==> src/rtl/alu_sequencer_if.sv <==
// Command, response and ALU-side signals of alu_sequencer.
// master = front end plus ALU instance, slave = the sequencer.
interface alu_sequencer_if #(
    parameter int unsigned DATA_W = 8
);
    logic              cmd_valid;
    logic              cmd_ready;
    logic [2:0]        cmd_op;
    logic [1:0]        cmd_rd;
    logic [1:0]        cmd_rs1;
    logic [1:0]        cmd_rs2;
    logic [DATA_W-1:0] cmd_imm;

    logic [DATA_W-1:0] alu_x;
    logic [DATA_W-1:0] alu_y;
    logic [1:0]        alu_sel;
    logic [DATA_W-1:0] alu_result;
    logic              alu_zero;

    logic              rsp_valid;
    logic              rsp_ready;
    logic [DATA_W-1:0] rsp_data;
    logic              rsp_zero;
    logic              rsp_err;
    logic              flag_zero;

    modport master (
        output cmd_valid, cmd_op, cmd_rd, cmd_rs1, cmd_rs2, cmd_imm,
        input  cmd_ready,
        input  alu_x, alu_y, alu_sel,
        output alu_result, alu_zero,
        input  rsp_valid, rsp_data, rsp_zero, rsp_err, flag_zero,
        output rsp_ready
    );

    modport slave (
        input  cmd_valid, cmd_op, cmd_rd, cmd_rs1, cmd_rs2, cmd_imm,
        output cmd_ready,
        output alu_x, alu_y, alu_sel,
        input  alu_result, alu_zero,
        output rsp_valid, rsp_data, rsp_zero, rsp_err, flag_zero,
        input  rsp_ready
    );
endinterface

==> src/rtl/alu_sequencer.sv <==
// Sequences an external 8-bit ALU over a 4-entry register file: accepts one command,
// fetches operands, writes the result back and returns a response.
module alu_sequencer #(
    parameter int unsigned DATA_W   = 8,
    parameter int unsigned NUM_REGS = 4
) (
    input logic            clk,
    input logic            rst,
    alu_sequencer_if.slave bus
);
    localparam int unsigned AddrW = $clog2(NUM_REGS);

    typedef enum logic [1:0] {StIdle, StOper, StExec, StResp} state_e;

    state_e            r_state;
    logic [DATA_W-1:0] r_regs [NUM_REGS];
    logic [AddrW-1:0]  r_rd;
    logic              r_cmd_ready;
    logic [DATA_W-1:0] r_alu_x;
    logic [DATA_W-1:0] r_alu_y;
    logic [1:0]        r_alu_sel;
    logic              r_rsp_valid;
    logic [DATA_W-1:0] r_rsp_data;
    logic              r_rsp_zero;
    logic              r_rsp_err;
    logic              r_flag_zero;

    logic              w_accept;
    logic [DATA_W-1:0] w_rs1_val;
    logic [DATA_W-1:0] w_rs2_val;

    assign w_accept  = bus.cmd_valid && r_cmd_ready;
    assign w_rs1_val = r_regs[bus.cmd_rs1];
    assign w_rs2_val = r_regs[bus.cmd_rs2];

    always_ff @(posedge clk) begin
        if (rst) begin
            r_state     <= StIdle;
            for (int i = 0; i < NUM_REGS; i++) begin
                r_regs[i] <= '0;
            end
            r_rd        <= '0;
            r_cmd_ready <= 1'b1;
            r_alu_x     <= '0;
            r_alu_y     <= '0;
            r_alu_sel   <= '0;
            r_rsp_valid <= 1'b0;
            r_rsp_data  <= '0;
            r_rsp_zero  <= 1'b0;
            r_rsp_err   <= 1'b0;
            r_flag_zero <= 1'b0;
        end else begin
            case (r_state)
                StIdle: begin
                    if (w_accept) begin
                        r_cmd_ready <= 1'b0;
                        r_rd        <= bus.cmd_rd;
                        if (!bus.cmd_op[2]) begin
                            // Operands are read here, before any writeback to rd.
                            r_alu_x   <= w_rs1_val;
                            r_alu_y   <= w_rs2_val;
                            r_alu_sel <= bus.cmd_op[1:0];
                            r_state   <= StOper;
                        end else begin
                            r_state <= StResp;
                            case (bus.cmd_op[1:0])
                                2'b00: begin
                                    r_regs[bus.cmd_rd] <= bus.cmd_imm;
                                    r_rsp_data         <= bus.cmd_imm;
                                    r_rsp_zero         <= (bus.cmd_imm == '0);
                                end
                                2'b01: begin
                                    r_rsp_data <= w_rs1_val;
                                    r_rsp_zero <= (w_rs1_val == '0);
                                end
                                default: begin
                                    r_rsp_err  <= 1'b1;
                                    r_rsp_data <= '0;
                                    r_rsp_zero <= 1'b0;
                                end
                            endcase
                        end
                    end
                end
                StOper: begin
                    r_state <= StExec;
                end
                StExec: begin
                    r_regs[r_rd] <= bus.alu_result;
                    r_rsp_data   <= bus.alu_result;
                    r_rsp_zero   <= bus.alu_zero;
                    r_flag_zero  <= bus.alu_zero;
                    r_state      <= StResp;
                end
                StResp: begin
                    // rsp_valid rises one cycle after entering RESP, once the response
                    // registers have been loaded; rsp_ready is ignored until then.
                    if (!r_rsp_valid) begin
                        r_rsp_valid <= 1'b1;
                    end else if (bus.rsp_ready) begin
                        r_rsp_valid <= 1'b0;
                        r_rsp_err   <= 1'b0;
                        r_cmd_ready <= 1'b1;
                        r_state     <= StIdle;
                    end
                end
                default: begin
                    r_state <= StIdle;
                end
            endcase
        end
    end

    assign bus.cmd_ready = r_cmd_ready;
    assign bus.alu_x     = r_alu_x;
    assign bus.alu_y     = r_alu_y;
    assign bus.alu_sel   = r_alu_sel;
    assign bus.rsp_valid = r_rsp_valid;
    assign bus.rsp_data  = r_rsp_data;
    assign bus.rsp_zero  = r_rsp_zero;
    assign bus.rsp_err   = r_rsp_err;
    assign bus.flag_zero = r_flag_zero;
endmodule

==> src/flat_wrapper.sv <==
// flat-port wrapper written by rule: the top's interface ports become plain ports
module alu_sequencer_flat 
#(
    parameter int unsigned DATA_W   = 8,
    parameter int unsigned NUM_REGS = 4
)
  (clk, rst, bus_cmd_valid, bus_cmd_op, bus_cmd_rd, bus_cmd_rs1, bus_cmd_rs2, bus_cmd_imm, bus_cmd_ready, bus_alu_x, bus_alu_y, bus_alu_sel, bus_alu_result, bus_alu_zero, bus_rsp_valid, bus_rsp_data, bus_rsp_zero, bus_rsp_err, bus_flag_zero, bus_rsp_ready);
  alu_sequencer_if #(.DATA_W(DATA_W)) bus_i ();
  input logic clk;
  input logic rst;
  input wire logic [$bits(bus_i.cmd_valid)-1:0] bus_cmd_valid;
  input wire logic [$bits(bus_i.cmd_op)-1:0] bus_cmd_op;
  input wire logic [$bits(bus_i.cmd_rd)-1:0] bus_cmd_rd;
  input wire logic [$bits(bus_i.cmd_rs1)-1:0] bus_cmd_rs1;
  input wire logic [$bits(bus_i.cmd_rs2)-1:0] bus_cmd_rs2;
  input wire logic [$bits(bus_i.cmd_imm)-1:0] bus_cmd_imm;
  output wire logic [$bits(bus_i.cmd_ready)-1:0] bus_cmd_ready;
  output wire logic [$bits(bus_i.alu_x)-1:0] bus_alu_x;
  output wire logic [$bits(bus_i.alu_y)-1:0] bus_alu_y;
  output wire logic [$bits(bus_i.alu_sel)-1:0] bus_alu_sel;
  input wire logic [$bits(bus_i.alu_result)-1:0] bus_alu_result;
  input wire logic [$bits(bus_i.alu_zero)-1:0] bus_alu_zero;
  output wire logic [$bits(bus_i.rsp_valid)-1:0] bus_rsp_valid;
  output wire logic [$bits(bus_i.rsp_data)-1:0] bus_rsp_data;
  output wire logic [$bits(bus_i.rsp_zero)-1:0] bus_rsp_zero;
  output wire logic [$bits(bus_i.rsp_err)-1:0] bus_rsp_err;
  output wire logic [$bits(bus_i.flag_zero)-1:0] bus_flag_zero;
  input wire logic [$bits(bus_i.rsp_ready)-1:0] bus_rsp_ready;
  assign bus_i.cmd_valid = bus_cmd_valid;
  assign bus_i.cmd_op = bus_cmd_op;
  assign bus_i.cmd_rd = bus_cmd_rd;
  assign bus_i.cmd_rs1 = bus_cmd_rs1;
  assign bus_i.cmd_rs2 = bus_cmd_rs2;
  assign bus_i.cmd_imm = bus_cmd_imm;
  assign bus_cmd_ready = bus_i.cmd_ready;
  assign bus_alu_x = bus_i.alu_x;
  assign bus_alu_y = bus_i.alu_y;
  assign bus_alu_sel = bus_i.alu_sel;
  assign bus_i.alu_result = bus_alu_result;
  assign bus_i.alu_zero = bus_alu_zero;
  assign bus_rsp_valid = bus_i.rsp_valid;
  assign bus_rsp_data = bus_i.rsp_data;
  assign bus_rsp_zero = bus_i.rsp_zero;
  assign bus_rsp_err = bus_i.rsp_err;
  assign bus_flag_zero = bus_i.flag_zero;
  assign bus_i.rsp_ready = bus_rsp_ready;
  alu_sequencer #(.DATA_W(DATA_W), .NUM_REGS(NUM_REGS)) u_core (.clk(clk), .rst(rst), .bus(bus_i));
endmodule
==> config.mk <==
export PLATFORM = sky130hd
export DESIGN_NAME = alu_sequencer_flat
export DESIGN_NICKNAME = d
export VERILOG_FILES = /design/src/rtl/alu_sequencer_if.sv /design/src/rtl/alu_sequencer.sv /design/src/flat_wrapper.sv
export SDC_FILE = /design/constraint.sdc
export NUM_CORES = 1
export LEC_CHECK = 0
export ABC_CLOCK_PERIOD_IN_PS = 2200
export CAP_MARGIN = 5
export CORE_ASPECT_RATIO = 1.1
export CORE_UTILIZATION = 57
export CTS_CLUSTER_DIAMETER = 50
export CTS_CLUSTER_SIZE = 16
export DETAILED_ROUTE_END_ITERATION = 6
export DONT_BUFFER_PORTS = 1
export GPL_ROUTABILITY_DRIVEN = 0
export PLACE_DENSITY = 0.75
export SYNTH_ARGS = -nofsm -noshare
export SYNTH_HDL_FRONTEND = slang
export SYNTH_SLANG_ARGS = --single-unit
==> constraint.sdc <==
create_clock -name clk -period 2.2 [get_ports clk]
set_input_delay 0.66 -clock clk [delete_from_list [all_inputs] [get_ports clk]]
set_output_delay 0.66 -clock clk [all_outputs]
set_load 0.03 [all_outputs]
==> impl_metrics.csv <==
group,metric,value,unit
clocking,htreeDepth,3,
critical_path,cp.required,2.40,ns
synthesis,ys_top_cells_by_area,"edfxtp_1 29%, dfxtp_1 21%, mux4_2 11%",
critical_path,cp_num_cells,7,
grt,grt_max_degree,52,
timing,maxSlewViolCount,0,
grt,grt_pass1_vias,2361,
detailed_routing,wl,7860,um
critical_path,rr_worst_depth,7,
clocking,numCtsBuffers,9,
synthesis,synth_edf_count,32,
grt,grt_pass1_wl,12100,um
layout,fillerInstances,431,
hold_path,worstHoldPathCells,1,
clocking,insertion_delay,0.34,ns
synthesis,synth_flop_cell,"dfxtp_1",
clocking,cts_tree,"built",
synthesis,syn_area,0.00332,mm2
power,vdd_ir_drop_max,0.593,mV
timing,clock_skew,0.00773,ns
power,swShare,0.360,
power,power.density,1140,mW/mm2
layout,finalNetCount,360,
grt,grtUsageMet1,0.360,
timing,hold_viol,0,
detailed_routing,viasPerCell,6.25,
timing,setup-violations-final,0,
power,p_leak,1.31,nW
floorplanning,die_y,82.0,um
power,power.internal,2.66,mW
grt,grt-busiest-layer,"met2",
timing,rsz0062_at_grt,"false",
floorplanning,core,0.00550,mm2
synthesis,synth_warnings,0,
placed_design,io_buffers,0,
synthesis,syn_avg_cell_area,10.3,um2
floorplanning,ios,61,
clocking,cts.sinks,67,
layout,post-route-util,0.666,
synthesis,synth_cells,323,
critical_path,cp_slowest_cell,"or3b_2",
synthesis,synth-seq-cells,67,
floorplanning,dieArea,0.00613,mm2
critical_path,criticalPathCategory,"reg2reg",
grt,grtUsageTotal,0.279,
layout,fin_cells,406,
synthesis,syn_nets,357,
clocking,cts_root_buffer,"clkbuf_8",
clocking,postCtsSetupBuffers,0,
detailed_routing,drcViolationCount,0,
critical_path,max_stage_delay,0.46,ns
power,sequentialPowerShare,0.472,
detailed_routing,drt_pass1_iterations,5,
floorplanning,die_width,74.7,um
critical_path,path_max_fanout,8,
synthesis,yosysTopAreaCell,"edfxtp_1",
clocking,cts.hold.buffers_added,0,
power,p_switching,1.50,mW
timing,max_freq,0.470,GHz
timing,period_minus_slack,2.13,ns
power,combPwrFrac,0.252,
layout,diodes,0,
run_status,status,"finished, final reports clean",
detailed_routing,ant_nets,0,
synthesis,ys_types,42,
timing,worst_slew_pin_slew,0.540,ns
power,pwr-share-clk,0.276,
hold_path,hold_path_class,"in2reg",
timing,timing.final.crit_share,0.968,
layout,area_growth,10.4,%
floorplanning,row_count,28,
layout,fin_area,0.00366,mm2
detailed_routing,wl_per_cell,19.4,um
critical_path,worstSetupEndpointType,"flop",
critical_path,crit_arrival,2.33,ns
critical_path,cp-start-kind,"flop",
clocking,clockBufferDepth,2,
grt,met2_usage,0.412,
critical_path,critical_path.cell_chain,"inv_2, ha_1, or3b_2, or2_0, a221o_1, buf_4, nor2_4",
layout,drive_gt1_frac,0.208,
synthesis,yosysSeqAreaShare,0.501,
clocking,clkTransAtPathRegs,0.08,ns
critical_path,cp.buffers_inverters,2,
grt,antenna_found_initial,0,
detailed_routing,via_count,2537,
placed_design,placed_area,0.00344,mm2
synthesis,synth_top_area_frac,0.290,
timing,fin_setup_tns,0,ns
synthesis,synth-async-reset-ratio,0,
grt,grt_remaining_overflow,0,
job,cap_violations,0,
placed_design,dp_hpwl,5800,um
grt,grt_use_met3,0.129,
critical_path,critPathTopFamily,"simple AND/OR/NAND/NOR gates",
timing,max_slew_margin,0.639,
floorplanning,start_util,0.603,
placed_design,place_inst,390,
power,power.total,4.16,mW
detailed_routing,drtIter0Drc,222,
routing by layer:
metal  up-vias  share of wire
met5         -              0
met1      1211           0.42
li1       1170              -
met2       143           0.45
met4         0          0.014
met3        13           0.12
timing repair:
item                                    in CTS  in global routing
hold endpoints to repair                     0                  0
endpoints found under the setup margin       0                  8
gates resized for setup                      0                  1
worst paths after layout:
path / startpoint / to / slack (ns)
worst min register to register: u_core.r_rd[1]$_SDFFE_PP0P_ / u_core.r_rd[1]$_SDFFE_PP0P_ / 0.45
worst min-delay path: rst / u_core.r_rd[0]$_SDFFE_PP0P_ / 0.38
worst max-delay path: u_core.r_state[0]$_SDFFE_PP0P_ / u_core.r_regs[0][7]$_SDFFCE_PN0P_ / 0.07
worst max register to register: u_core.r_state[0]$_SDFFE_PP0P_ / u_core.r_regs[0][7]$_SDFFCE_PN0P_ / 0.07
state kept, by name, indices dropped and copies added, names as in the netlist:
name and cells:
u_core.bus.alu_y 8, u_core.bus.cmd_ready 1, u_core.r_rd 2, u_core.bus.rsp_data 8, u_core.r_regs 32, u_core.bus.rsp_valid 1, u_core.bus.rsp_err 1, u_core.bus.flag_zero 1
u_core.bus.alu_x 8, u_core.bus.alu_sel 2, u_core.r_state 2, u_core.bus.rsp_zero 1
layout make-up:
cell class,instances,area [um2],share of cell area
Sequential cell,67,1660,0.453
Multi-Input combinational cell,221,1520,0.414
Clock buffer,9,124,0.0338
Timing Repair Buffer,14,118,0.0321
Clock inverter,7,100,0.0273
Tap cell,75,93.8,0.0256
Inverter,13,48.8,0.0133
stage by stage:
stage,setup WS (ns),hold slack (ns)
final,0.0702,0.377
after floorplan,0.00308,0.432
after global routing,0.00441,0.353
after global placement,0.0518,0.437
after detailed placement,0.0388,0.442
after CTS,0.0756,0.363
placed cells by master (no fill, tap or decap), types with 2 or more instances in the layout:
cell type / instances
mux2i_1: 2
nand3_1: 7
a21o_1: 8
inv_1: 11
nor3b_1: 2
clkbuf_8: 9
clkinv_4: 3
edfxtp_1: 32
nor4_1: 3
nand4_1: 9
mux2_2: 8
mux4_2: 16
a221o_1: 2
ha_1: 4
nand2b_1: 2
bufinv_16: 2
buf_4: 13
nand2_1: 62
dfxtp_1: 35
nor2_1: 34
nor2_2: 7
a21oi_1: 25
a311oi_1: 9
a211oi_1: 3
cells in the mapped netlist (7+ instances only):
cell and number:
a21o_1 8, a21oi_1 25, a311oi_1 9, clkbuf_1 14
dfxtp_1 35, edfxtp_1 32, inv_1 12, mux2_2 8
mux4_2 16, nand2_1 62, nand3_1 7, nand4_1 9
nor2_1 34, nor2_2 7
power by group through the flow:
stage          Clock (mW)  Sequential, mW  Combinational [mW]
5_1_grt              1.23            2.00                1.16
2_1_floorplan           0            1.94               0.775
3_3_place_gp            0            1.97                1.01
3_5_place_dp            0            1.99                1.04
4_1_cts              1.17            1.96                1.04
6_report             1.15            1.96                1.05
logic make-up (layout without fill, tap and decap cells):
logic type | after synthesis | after routing | share of synthesized area
buf+inv | 35 | 43 | 0.0445
compound gates | 52 | 52 | 0.105
simple gates | 139 | 139 | 0.193
flops | 67 | 67 | 0.501
mux | 26 | 26 | 0.142
fa+ha+maj | 4 | 4 | 0.0151
(Power assumes the default switching activity.)
